## src/rtl/overlay_compositor.sv

```systemverilog
// Two-stage pixel compositor: NUM_LAYERS overlay layers over a base pixel plus a frame-timed flash.
// Optional 50% layer/base blend is built only when OVERLAY_BLEND_EN is defined.
module overlay_compositor #(
  parameter int NUM_LAYERS   = 4,
  parameter int COLOR_W      = 8,
  parameter int FLASH_FRAMES = 30
) (
  input  logic                            clk_pixel_in,
  input  logic                            rst_in,
  input  logic                            valid_in,
  input  logic                            frame_start_in,
  input  logic [3*COLOR_W-1:0]            base_pixel_in,
  input  logic [NUM_LAYERS*3*COLOR_W-1:0] layer_pixel_in,
  input  logic [NUM_LAYERS-1:0]           layer_hit_in,
  input  logic [NUM_LAYERS-1:0]           layer_mask_in,
  input  logic [NUM_LAYERS-1:0]           layer_blend_in,
  input  logic                            flash_trigger_in,
  input  logic                            flash_correct_in,
  input  logic                            flash_region_in,
  output logic [3*COLOR_W-1:0]            pixel_out,
  output logic                            valid_out,
  output logic                            flash_active_out
);

  localparam int PIX_W = 3 * COLOR_W;
  localparam int IDX_W = (NUM_LAYERS > 1) ? $clog2(NUM_LAYERS) : 1;
  localparam int CNT_W = $clog2(FLASH_FRAMES + 1);
  localparam logic [CNT_W-1:0] CNT_LOAD = CNT_W'(FLASH_FRAMES);

  typedef enum logic [1:0] {IDLE, ARMED, SHOW} flash_state_e;

  // Stage 1 state
  logic             v1_q;
  logic [IDX_W-1:0] win_idx_q,  win_idx_d;
  logic             win_vld_q,  win_vld_d;
  logic [PIX_W-1:0] win_pix_q,  win_pix_d;
  logic [PIX_W-1:0] base_q;
  logic             win_blend_q, win_blend_d;
  logic             region_q;

  // Stage 2 state
  logic             v2_q;
  logic [PIX_W-1:0] pix_q, pix_d;

  // Flash FSM state
  flash_state_e     state_q, state_d;
  logic [CNT_W-1:0] cnt_q,   cnt_d;
  logic             correct_q, correct_d;

  // NOTE: every variable gets a default before the loop so no path leaves it unassigned (no latch).
  always_comb begin
    win_vld_d   = 1'b0;
    win_idx_d   = '0;
    win_pix_d   = '0;
    win_blend_d = 1'b0;
    // Ascending scan: the last candidate found is the highest index, which is topmost.
    for (int i = 0; i < NUM_LAYERS; i++) begin
      if (layer_hit_in[i] && layer_mask_in[i] && |layer_pixel_in[i*PIX_W +: PIX_W]) begin
        win_vld_d   = 1'b1;
        win_idx_d   = IDX_W'(i);
        win_pix_d   = layer_pixel_in[i*PIX_W +: PIX_W];
        win_blend_d = layer_blend_in[i];
      end
    end
  end

  always_comb begin
    state_d   = state_q;
    cnt_d     = cnt_q;
    correct_d = correct_q;
    case (state_q)
      IDLE: begin
        if (flash_trigger_in) begin
          state_d   = ARMED;
          correct_d = flash_correct_in;
        end
      end
      ARMED: begin
        if (flash_trigger_in) begin
          correct_d = flash_correct_in;
        end else if (frame_start_in) begin
          state_d = SHOW;
          cnt_d   = CNT_LOAD;
        end
      end
      SHOW: begin
        if (flash_trigger_in) begin
          cnt_d     = CNT_LOAD;
          correct_d = flash_correct_in;
        end else if (frame_start_in) begin
          if (cnt_q == CNT_W'(1)) begin
            state_d = IDLE;
            cnt_d   = '0;
          end else begin
            cnt_d = cnt_q - CNT_W'(1);
          end
        end
      end
      default: begin
        state_d = IDLE;
        cnt_d   = '0;
      end
    endcase
  end

  logic [PIX_W-1:0] flash_pix;
  logic [PIX_W-1:0] layer_pix;

  assign flash_pix = correct_d ? {{(2*COLOR_W){1'b0}}, {COLOR_W{1'b1}}}
                               : {{COLOR_W{1'b1}}, {(2*COLOR_W){1'b0}}};

`ifdef OVERLAY_BLEND_EN
  logic [PIX_W-1:0] blend_pix;
  always_comb begin
    blend_pix = '0;
    for (int c = 0; c < 3; c++) begin
      logic [COLOR_W:0] sum;
      sum = {1'b0, win_pix_q[c*COLOR_W +: COLOR_W]} + {1'b0, base_q[c*COLOR_W +: COLOR_W]};
      blend_pix[c*COLOR_W +: COLOR_W] = sum[COLOR_W:1];
    end
  end
  assign layer_pix = win_blend_q ? blend_pix : win_pix_q;
`else
  logic unused_blend;
  assign unused_blend = win_blend_q;
  assign layer_pix    = win_pix_q;
`endif

  // The next FSM state is used so a SHOW entry on frame_start also covers the pixel already in stage 1.
  always_comb begin
    if (state_d == SHOW && region_q) begin
      pix_d = flash_pix;
    end else if (win_vld_q) begin
      pix_d = layer_pix;
    end else begin
      pix_d = base_q;
    end
  end

  logic unused_idx;
  assign unused_idx = ^win_idx_q;

  // NOTE: sequential state uses non-blocking assignments so every register samples pre-edge values.
  always_ff @(posedge clk_pixel_in or posedge rst_in) begin
    if (rst_in) begin
      v1_q        <= 1'b0;
      win_idx_q   <= '0;
      win_vld_q   <= 1'b0;
      win_pix_q   <= '0;
      base_q      <= '0;
      win_blend_q <= 1'b0;
      region_q    <= 1'b0;
      v2_q        <= 1'b0;
      pix_q       <= '0;
      state_q     <= IDLE;
      cnt_q       <= '0;
      correct_q   <= 1'b0;
    end else begin
      v1_q      <= valid_in;
      v2_q      <= v1_q;
      state_q   <= state_d;
      cnt_q     <= cnt_d;
      correct_q <= correct_d;
      if (valid_in) begin
        win_idx_q   <= win_idx_d;
        win_vld_q   <= win_vld_d;
        win_pix_q   <= win_pix_d;
        base_q      <= base_pixel_in;
        win_blend_q <= win_blend_d;
        region_q    <= flash_region_in;
      end
      if (v1_q) begin
        pix_q <= pix_d;
      end
    end
  end

  assign pixel_out        = pix_q;
  assign valid_out        = v2_q;
  assign flash_active_out = (state_q == SHOW);

endmodule

```

## config.mk

```make
export PLATFORM = sky130hd
export DESIGN_NAME = overlay_compositor
export DESIGN_NICKNAME = d
export VERILOG_FILES = /design/src/rtl/overlay_compositor.sv
export SDC_FILE = /design/constraint.sdc
export NUM_CORES = 1
export LEC_CHECK = 0
export ABC_AREA = 1
export CORE_MARGIN = 3
export CORE_UTILIZATION = 50
export DETAILED_ROUTE_END_ITERATION = 7
export GPL_ROUTABILITY_DRIVEN = 0
export PLACE_DENSITY_LB_ADDON = 0.2
export SKIP_CTS_REPAIR_TIMING = 1
export SLEW_MARGIN = 20
export SYNTH_ARGS = -nofsm -noshare
export SYNTH_HDL_FRONTEND = slang
export SYNTH_SLANG_ARGS = --single-unit
```

## constraint.sdc

```tcl
create_clock -name clk_pixel_in -period 6.1 [get_ports clk_pixel_in]
set_clock_uncertainty 0.1 [all_clocks]
set_input_delay 0.915 -clock clk_pixel_in [delete_from_list [all_inputs] [get_ports clk_pixel_in]]
set_output_delay 0.915 -clock clk_pixel_in [all_outputs]
set_load 0.01 [all_outputs]
```

Word level (Yosys, flattened, before mapping)
Index checks and enable logic that the tools add are counted.

operators by class
  add/subtract/negate cells = 1
  reductions and logical operators = 16
  equality and inequality tests = 7
  bitwise gates (word level) = 1
  muxes and demuxes = 26

operators with widths
  cell                                              number
  2-to-1 mux 24 bit                                 7
  OR reduction 24 bit                               4
  2-to-1 mux 5 bit                                  5
  case mux 5 bit (3 select lines)                   1
  2-to-1 mux 2 bit                                  6
  logical AND 1 bit                                 9
  2-to-1 mux 1 bit                                  6
  case mux 2 bit (3 select lines)                   1
  == test 5 x 1 -> 1 bit, second input constant     1
  subtractor 5 x 1 -> 5 bit, second input constant  1
  == test 2 bit, second input constant              2
  != test 2 bit, second input constant              2
  AND reduction 4 bit                               1
  != test 3 bit, second input constant              1
  OR reduction 3 bit                                1
  == test 2 x 1 -> 1 bit, second input constant     1
  zero test 2 bit                                   1
  NOT 1 bit                                         1

storage, ports and cells
  bits of input ports = 139
  output and inout port bits = 26
  logic and storage cells = 61
  register bits = 84

Logic depth before layout (Yosys ltp)
Gate-level depths: netlist of run 1.

  word-level depth = 8
  gate-level depth with buffers = 14
  gate-level depth less buffers = 13

Worst setup path after synthesis of run 1
No wires, ideal clock.

  path kind = input to register
  start = input layer_pixel_in[62]
  end = register win_pix_q[6], in the netlist layer_pix[6]
  path slack = 4.056 ns
  buffers on the path = 1
  stages on the path = 11
  setup time = 0.116 ns
  arrival time = 1.828 ns
  cell sequence = nor2_1 > nand2_1 > nor2_1 > nand3_1 > nand2_1 > clkbuf_1 > nand2_1 > inv_1 > nand2_1 > nand2_1 > nand2_1

between the ends
  word-level cells in the longest chain between the ends = 4

RTL lines
  element                         RTL line  source
  start, declared                 13        input logic [NUM_LAYERS*3*COLOR_W-1:0] layer_pixel_in,
  OR reduction 24 bit             58        if (layer_hit_in[i] && layer_mask_in[i] && |layer_pixel_in[i*PIX_W +: PIX_W]) begin
  logical AND 1 bit               58
  2-to-1 mux 24 bit (2 in a row)  58
  end signal, assigned            167       win_pix_q <= win_pix_d;
  end, declared                   36        logic [PIX_W-1:0] win_pix_q, win_pix_d;

Every way passes these cells.
A chain may end at the register's enable or synchronous reset.

Worst setup path in the final report of run 1
  start = input layer_pixel_in[36]
  end = register win_vld_q

between the ends
  word-level cells in the longest chain between the ends = 5

RTL lines
  element                        RTL line  source
  OR reduction 24 bit            58
  logical AND 1 bit              58
  2-to-1 mux 1 bit (3 in a row)  58
  end signal, assigned           166       win_vld_q <= win_vld_d;
  end, declared                  35        logic win_vld_q, win_vld_d;

Every way passes these cells.

==> reports/summary.md, run 1 <==
• 0.241 — GRT Overall Usage
• 85 — maximum number of pins on one net before global-route repair
• 0.563 mW — NetSw
• 3 — number of levels the H-tree was split into
• pixel_out[13] — Worst R2R End
• 4834 — via count of the first global-routing pass
• 13.5 mm — total length of routed wires
• 233 mW/mm² — pwr/cell area
• 22.6 mm — wire length of the first global-routing pass
• 0.09 ns — clock-pin slew on the worst setup and hold paths
• 0.366 — met2 usage
• 0.958 ns — Worst Max-Slew Pin Slew
• 0.000135 V — maximum resistive drop on vdd
• 0.344 — Switching Fraction
• 1085 — Non-Filler Instances
• 25 — largest driver fanout on the critical path
• 1.07 mW — Internal Pwr Total
• 321 MHz — Highest Clock Rate
• 0.00168 — XOR/XNOR Fraction of Synth Area
• 2 — Worst Hold Depth
• layer_pixel_in[36] — Worst setup startpoint
• input pin to register — critical path type
• 0 — count of final hold-check violations
• 358 — Detailed Route Iter0 Violations
• 0.00995 mm² — core box area
• 0.00192 — mux contribution to synthesized area
• 3 — cell count of the worst reg-to-reg path
• 0.348 — combinational power share
• completed — run status
• 3.12 ns — shortest period the worst path allows
• 6.21 ns — Data required, critical path
• 3.59 nW — P_leak
• 4.84 — vias per cell
• yes — CTS tree
• 0 — initial antenna violation count
• win_vld_q — startpoint of the worst-slack reg-to-reg timing path
• 0.00258 mm² — area of the multi-input gates
• 36 — Site Rows
• 1092 — NumNets Final
• 0.0336 — ratio of cells with drive above 1 in the final layout
• 6.44 µm² — synthesized area per cell
• 108 µm — DIE HEIGHT
• 0.0117 mm² — full die area
• 0.00684 mm² — area post-placement
• nor2_1 — most common cell type on the critical path
• 0 — antenna diode instance count
• 5250 — vias after detailed routing
• false — unrepaired setup endpoints after global routing
• 28 — distinct cell type count after synthesis
• 0.403 — part of the Yosys area used for sequential elements
• met2 — global routing's busiest layer
• 108 µm — horizontal extent of the die
• register — nature of the critical path endpoint
• 84 — CTS sink count
• pixel_out[0] — Hold EP
• 0 — Post-DRT Antenna Nets
• 12.5 µm — average wire per standard cell
• 84 — flop and latch count out of synthesis
• 0 — remaining global-route overflow
• simple AND/OR/NAND/NOR gates — dominant combinational cell family by area after synthesis
• input pin — Critical Path Source Type
• clkbuf_8 — Root Buffer Master
• 0.429 — sequential share of power
• 9 — total clock buffers created by CTS
• 0 — total count of max-transition violations in the final report
• 3.23 ns — arrival time of the worst setup path
• nand2_1 (302), clkdlybuf4s50_1 (160), nor2_1 (109) — top library cells by usage in the layout, fill and taps aside
• 0 — maximum capacitance violations
• 165 — ports placed on the boundary
• 0.223 — clock share of power
• 0.00702 mm² — Finished Cell Area
• 0.63 ns — delay contributed by the slowest stage of the critical path
• pixel_out[0] — hold wc startpoint
• 0.00210 mm² — sequential cell area
• 1 — combined buffer and inverter count along the critical path
• 861 — count of filler cells inserted in the layout
• 34.6% — area grow syn2layout
• 0.511 — fin crit share
• 0 — total of warnings raised by yosys
• 0.524 — Starting Density
• register to register — path type of the worst min-delay path
• 0.00522 mm² — mapped cell area
• simple AND/OR/NAND/NOR gates — kind of cell with the highest combined delay on the critical path
• 5 — number of search-and-repair iterations in the first detailed-routing pass
• 810 — number of instances in the synthesized netlist
• 10.5 mm — DP HPWL
• 0 — drc violations
• 0.0144 — adder and majority gate portion of the synthesized area
• 0 ns — Fin Setup TNS
• nand2_2 — Crit-path slowest cell
• 0.380 — post-synthesis simple-gate area fraction
• 0.361 — slew margin rel.
• 0.0964 — Synth Area in Compound Gates
• 955 — Synth Net Count
• clkdlybuf4s50_1 -> nor2_1 -> nand2_1 -> nor2_1 -> nand3_1 -> nand2_2 -> nand3_1 -> nor2_1 -> a21oi_1 — worst path cell trace
• 0.0597 — GRT met3 Usage
• 2 — number of buffers between clock root and the deepest sink
• 0.343 — grt met1 use
• 0 — number of setup violations in the final report
• 160 — Buffers on Ports
• 0.35 ns — insertion delay of the later-clocked pin in the worst-skew pair
• 4.01 ns — flop-to-flop setup slack
• nand2_1 — most frequent standard cell in the layout excluding fill and tap cells
• 1069 — Placed Cells incl. Taps
[stage by stage]
| step | utilization | hold slack, ns | power, mW | setup WS (ns) |
|---|---|---|---|---|
| floorplan | - | 0.252 | 1.04 | 2.92 |
| global placement | 0.687 | 0.353 | 1.27 | 2.63 |
| detailed placement | 0.687 | 0.364 | 1.28 | 2.61 |
| CTS | 0.705 | 0.389 | 1.65 | 2.98 |
| global route | 0.706 | 0.405 | 1.76 | 2.65 |
| finish | 0.706 | 0.384 | 1.64 | 2.98 |
[worst min-delay path: stages, from the launching register on]
cell and delay (ns):
dfrtp_1 0.35, nand2_1 0.06, nand2_1 0.05
[sequential cells by signal, indices dropped and copies added (netlist names)]
register   cells
region_q       1
state_q        2
pixel_out     24
base_q        24
win_vld_q      1
layer_pix     24
v1_q           1
correct_q      1
valid_out      1
cnt_q          5
[worst max-delay path by stage]
stage / endpoint / depth (start not counted)
2_1_floorplan: base_q[0] / 1
3_3_place_gp: win_vld_q / 9
3_5_place_dp: win_vld_q / 9
4_1_cts: win_vld_q / 9
5_1_grt: win_vld_q / 9
6_report: win_vld_q / 9
[power by group through the flow]
stage	Sequential (mW)	Clock, mW	Combinational (mW)
after floorplan	0.708	0	0.328
after CTS	0.701	0.375	0.573
after detailed placement	0.712	0	0.570
after global placement	0.707	0	0.558
final	0.701	0.365	0.569
after global routing	0.711	0.403	0.647
[layer usage]
layer,wire (µm),vias up
li1,-,2775
met1,6180,2278
met2,6090,179
met3,1020,18
met4,244,0
met5,0,-
[kinds of logic (layout without fill, tap and decap cells)]
kind of cell	count (synthesis)	count (layout)
AOI/OAI and AO/OA	96	96
xor gates and xnor gates	1	1
adders and majority gates	6	6
buffers and inverters	132	274
DFF	84	84
muxes	1	1
and+or+nand+nor	490	490
[Yosys cell counts (all sizes together)]
cell	instances	area share
o22ai	3	0.0036
o31ai	1	0.0014
ha	6	0.014
nor2	111	0.081
mux2i	1	0.0019
nand3	66	0.066
xnor2	1	0.0017
inv	92	0.066
nand2	305	0.22
a21oi	16	0.018
a22oi	1	0.0014
o21ai	74	0.071
buf	15	0.019
dfrtp	84	0.40
clkinv	1	0.00072
nand4	8	0.012
a21boi	1	0.0014
clkbuf	24	0.017
[final cells by class]
| type | count | share of cell area |
|---|---|---|
| multi-input combinational | 594 | 0.367 |
| sequential | 84 | 0.299 |
| timing repair buffer | 165 | 0.234 |
| inverter | 93 | 0.0499 |
| tap | 133 | 0.0237 |
| clock buffer | 10 | 0.0196 |
| clock inverter | 6 | 0.00659 |
Note: power is estimated with default switching activity, not from simulation.
==> run 2: changes to the inputs <==
Settings changed: CORE_UTILIZATION 50 to 43.
Clock period 6.1 ns to 2.6 ns, I/O delays scaled along.
==> run 2 against run 1 <==
Effect of this change:
- flip-flop and latch count unchanged
- routed wire length is 4.0% higher
- critical path depth down 6
- largest cell class unchanged
- highest routed layer unchanged
==> reports/summary.md, run 2 (synthesized netlist as in run 1, its figures left out) <==
• 0.622 — Core Util, Final
• 14.1 mm — total length of routed wires
• output port — nature of the critical path endpoint
• 0 — count of final hold-check violations
• completed — run status
• inv_1 -> ha_1 -> clkdlybuf4s50_1 — worst path cell trace
• 0.713 ns — Worst Max-Slew Pin Slew
• 1121 — count of filler cells inserted in the layout
• 0 — antenna diode instance count
• 0.861 — fin crit share
• register — Critical Path Source Type
• clkbuf_16 — Root Buffer Master
• 0.33 ns — insertion delay of the later-clocked pin in the worst-skew pair
• 0.214 — GRT Overall Usage
• buffers and inverters — kind of cell with the highest combined delay on the critical path
• 591 mW/mm² — pwr/cell area
• 4.73 — vias per cell
• 2 — combined buffer and inverter count along the critical path
• 85 — maximum number of pins on one net before global-route repair
• 0 — initial antenna violation count
• nand2_1 (302), clkdlybuf4s50_1 (160), nor2_1 (109) — top library cells by usage in the layout, fill and taps aside
• 84 — CTS sink count
• 1085 — Placed Cells incl. Taps
• 4840 — via count of the first global-routing pass
• 0 — maximum capacitance violations
• 0.59 ns — delay contributed by the slowest stage of the critical path
• 12.8 µm — average wire per standard cell
• nand2_1 — most frequent standard cell in the layout excluding fill and tap cells
• 165 — ports placed on the boundary
• 23.0 mm — wire length of the first global-routing pass
• 0.449 — Starting Density
• false — unrepaired setup endpoints after global routing
• 0.00722 mm² — Finished Cell Area
• 1098 — NumNets Final
• 0 ns — Fin Setup TNS
• 0 — drc violations
• 447 MHz — Highest Clock Rate
• yes — CTS tree
• 2.24 ns — shortest period the worst path allows
• 0.0116 mm² — core box area
• 3 — number of levels the H-tree was split into
• 0.06 ns — clock-pin slew on the worst setup and hold paths
• 5210 — vias after detailed routing
• 0.374 ns — worst hold slack across all endpoints
• 38.4% — area grow syn2layout
• 0.524 — slew margin rel.
• 0.362 ns — least setup slack across all paths after layout
• 2 — Worst Hold Depth
• 1101 — Non-Filler Instances
• 0.0135 mm² — full die area
• 0.59 ns — flop-to-flop setup slack
• 0 — remaining global-route overflow
• 8 — largest driver fanout on the critical path
• 9 — total clock buffers created by CTS
• pixel_out[17] — hold wc startpoint
• 9 — cell count of the worst reg-to-reg path
• state_q[1] — startpoint of the worst-slack reg-to-reg timing path
• register to register — path type of the worst min-delay path
• 0.0355 — ratio of cells with drive above 1 in the final layout
• 0.303 ns — Place WS
• 5 — number of search-and-repair iterations in the first detailed-routing pass
• pixel_out[15] — Worst R2R End
• 39 — Site Rows
• 160 — Buffers on Ports
• 3.67 nW — P_leak
• 0 — Post-DRT Antenna Nets
• register to output port — critical path type
• 10.7 mm — DP HPWL
• 4.27 mW — total design power
• 438 — Detailed Route Iter0 Violations
• 0 — number of setup violations in the final report
• 0.000324 V — maximum resistive drop on vdd
• 2 — number of buffers between clock root and the deepest sink
• 0.00692 mm² — area post-placement
• pixel_out[17] — Hold EP
• clkdlybuf4s50_1 — Crit-path slowest cell
• 116 µm — horizontal extent of the die
• 116 µm — DIE HEIGHT
• 0 — total count of max-transition violations in the final report
• 2.11 ns — Data required, critical path
• 1.75 ns — arrival time of the worst setup path
-- run 2: cell count changes in the layout (fill, tap and decap cells not counted), sizes merged --
| cell | previous run | this run |
|---|---|---|
| buf | 5 | 11 |
| clkbuf | 10 | 15 |
| clkinv | 4 | 1 |
| inv | 93 | 91 |
| bufinv | 0 | 1 |
| clkinvlp | 2 | 1 |
-- run 2: final cells by class --
| cell class | count | area, µm² | share of cell area |
|---|---|---|---|
| well taps | 143 | 179 | 0.0248 |
| repair buffers | 171 | 1710 | 0.237 |
| multi-input cells | 594 | 2580 | 0.357 |
| clock inverters | 1 | 30.0 | 0.00416 |
| flip-flops and latches | 84 | 2100 | 0.291 |
| clock buffers | 15 | 268 | 0.0371 |
| inverters | 93 | 353 | 0.0489 |
-- run 2: worst max-delay path by stage --
stage                        from               end  depth (start not counted)
2_1_floorplan          state_q[0]     pixel_out[16]                         10
3_3_place_gp   layer_pixel_in[23]     layer_pix[15]                         11
3_5_place_dp     flash_trigger_in     pixel_out[15]                          9
4_1_cts                state_q[0]  flash_active_out                          3
5_1_grt                state_q[0]  flash_active_out                          3
6_report               state_q[0]  flash_active_out                          3
-- run 2: metal layers --
| metal | up-vias | GRT usage | share of wire | wire [µm] |
|---|---|---|---|---|
| li1 | 2793 | - | - | - |
| met5 | - | 0 | 0 | 0 |
| met1 | 2235 | 0.308 | 0.48 | 6740 |
| met2 | 172 | 0.331 | 0.45 | 6280 |
| met3 | 10 | 0.0389 | 0.064 | 906 |
| met4 | 0 | 0.0611 | 0.010 | 147 |
-- run 2: tightest hold or removal path: cells and delay by family, from the launching register on --
kind,cells,cell delay [ns]
DFF,1,0.34
and+or+nand+nor,2,0.10
-- run 2: power breakdown --
part	internal [mW]	total [mW]	switching [mW]
sequential	1.51	1.63	0.122
combinational	0.641	1.36	0.723
clock	0.798	1.28	0.477
total	2.95	4.27	1.32
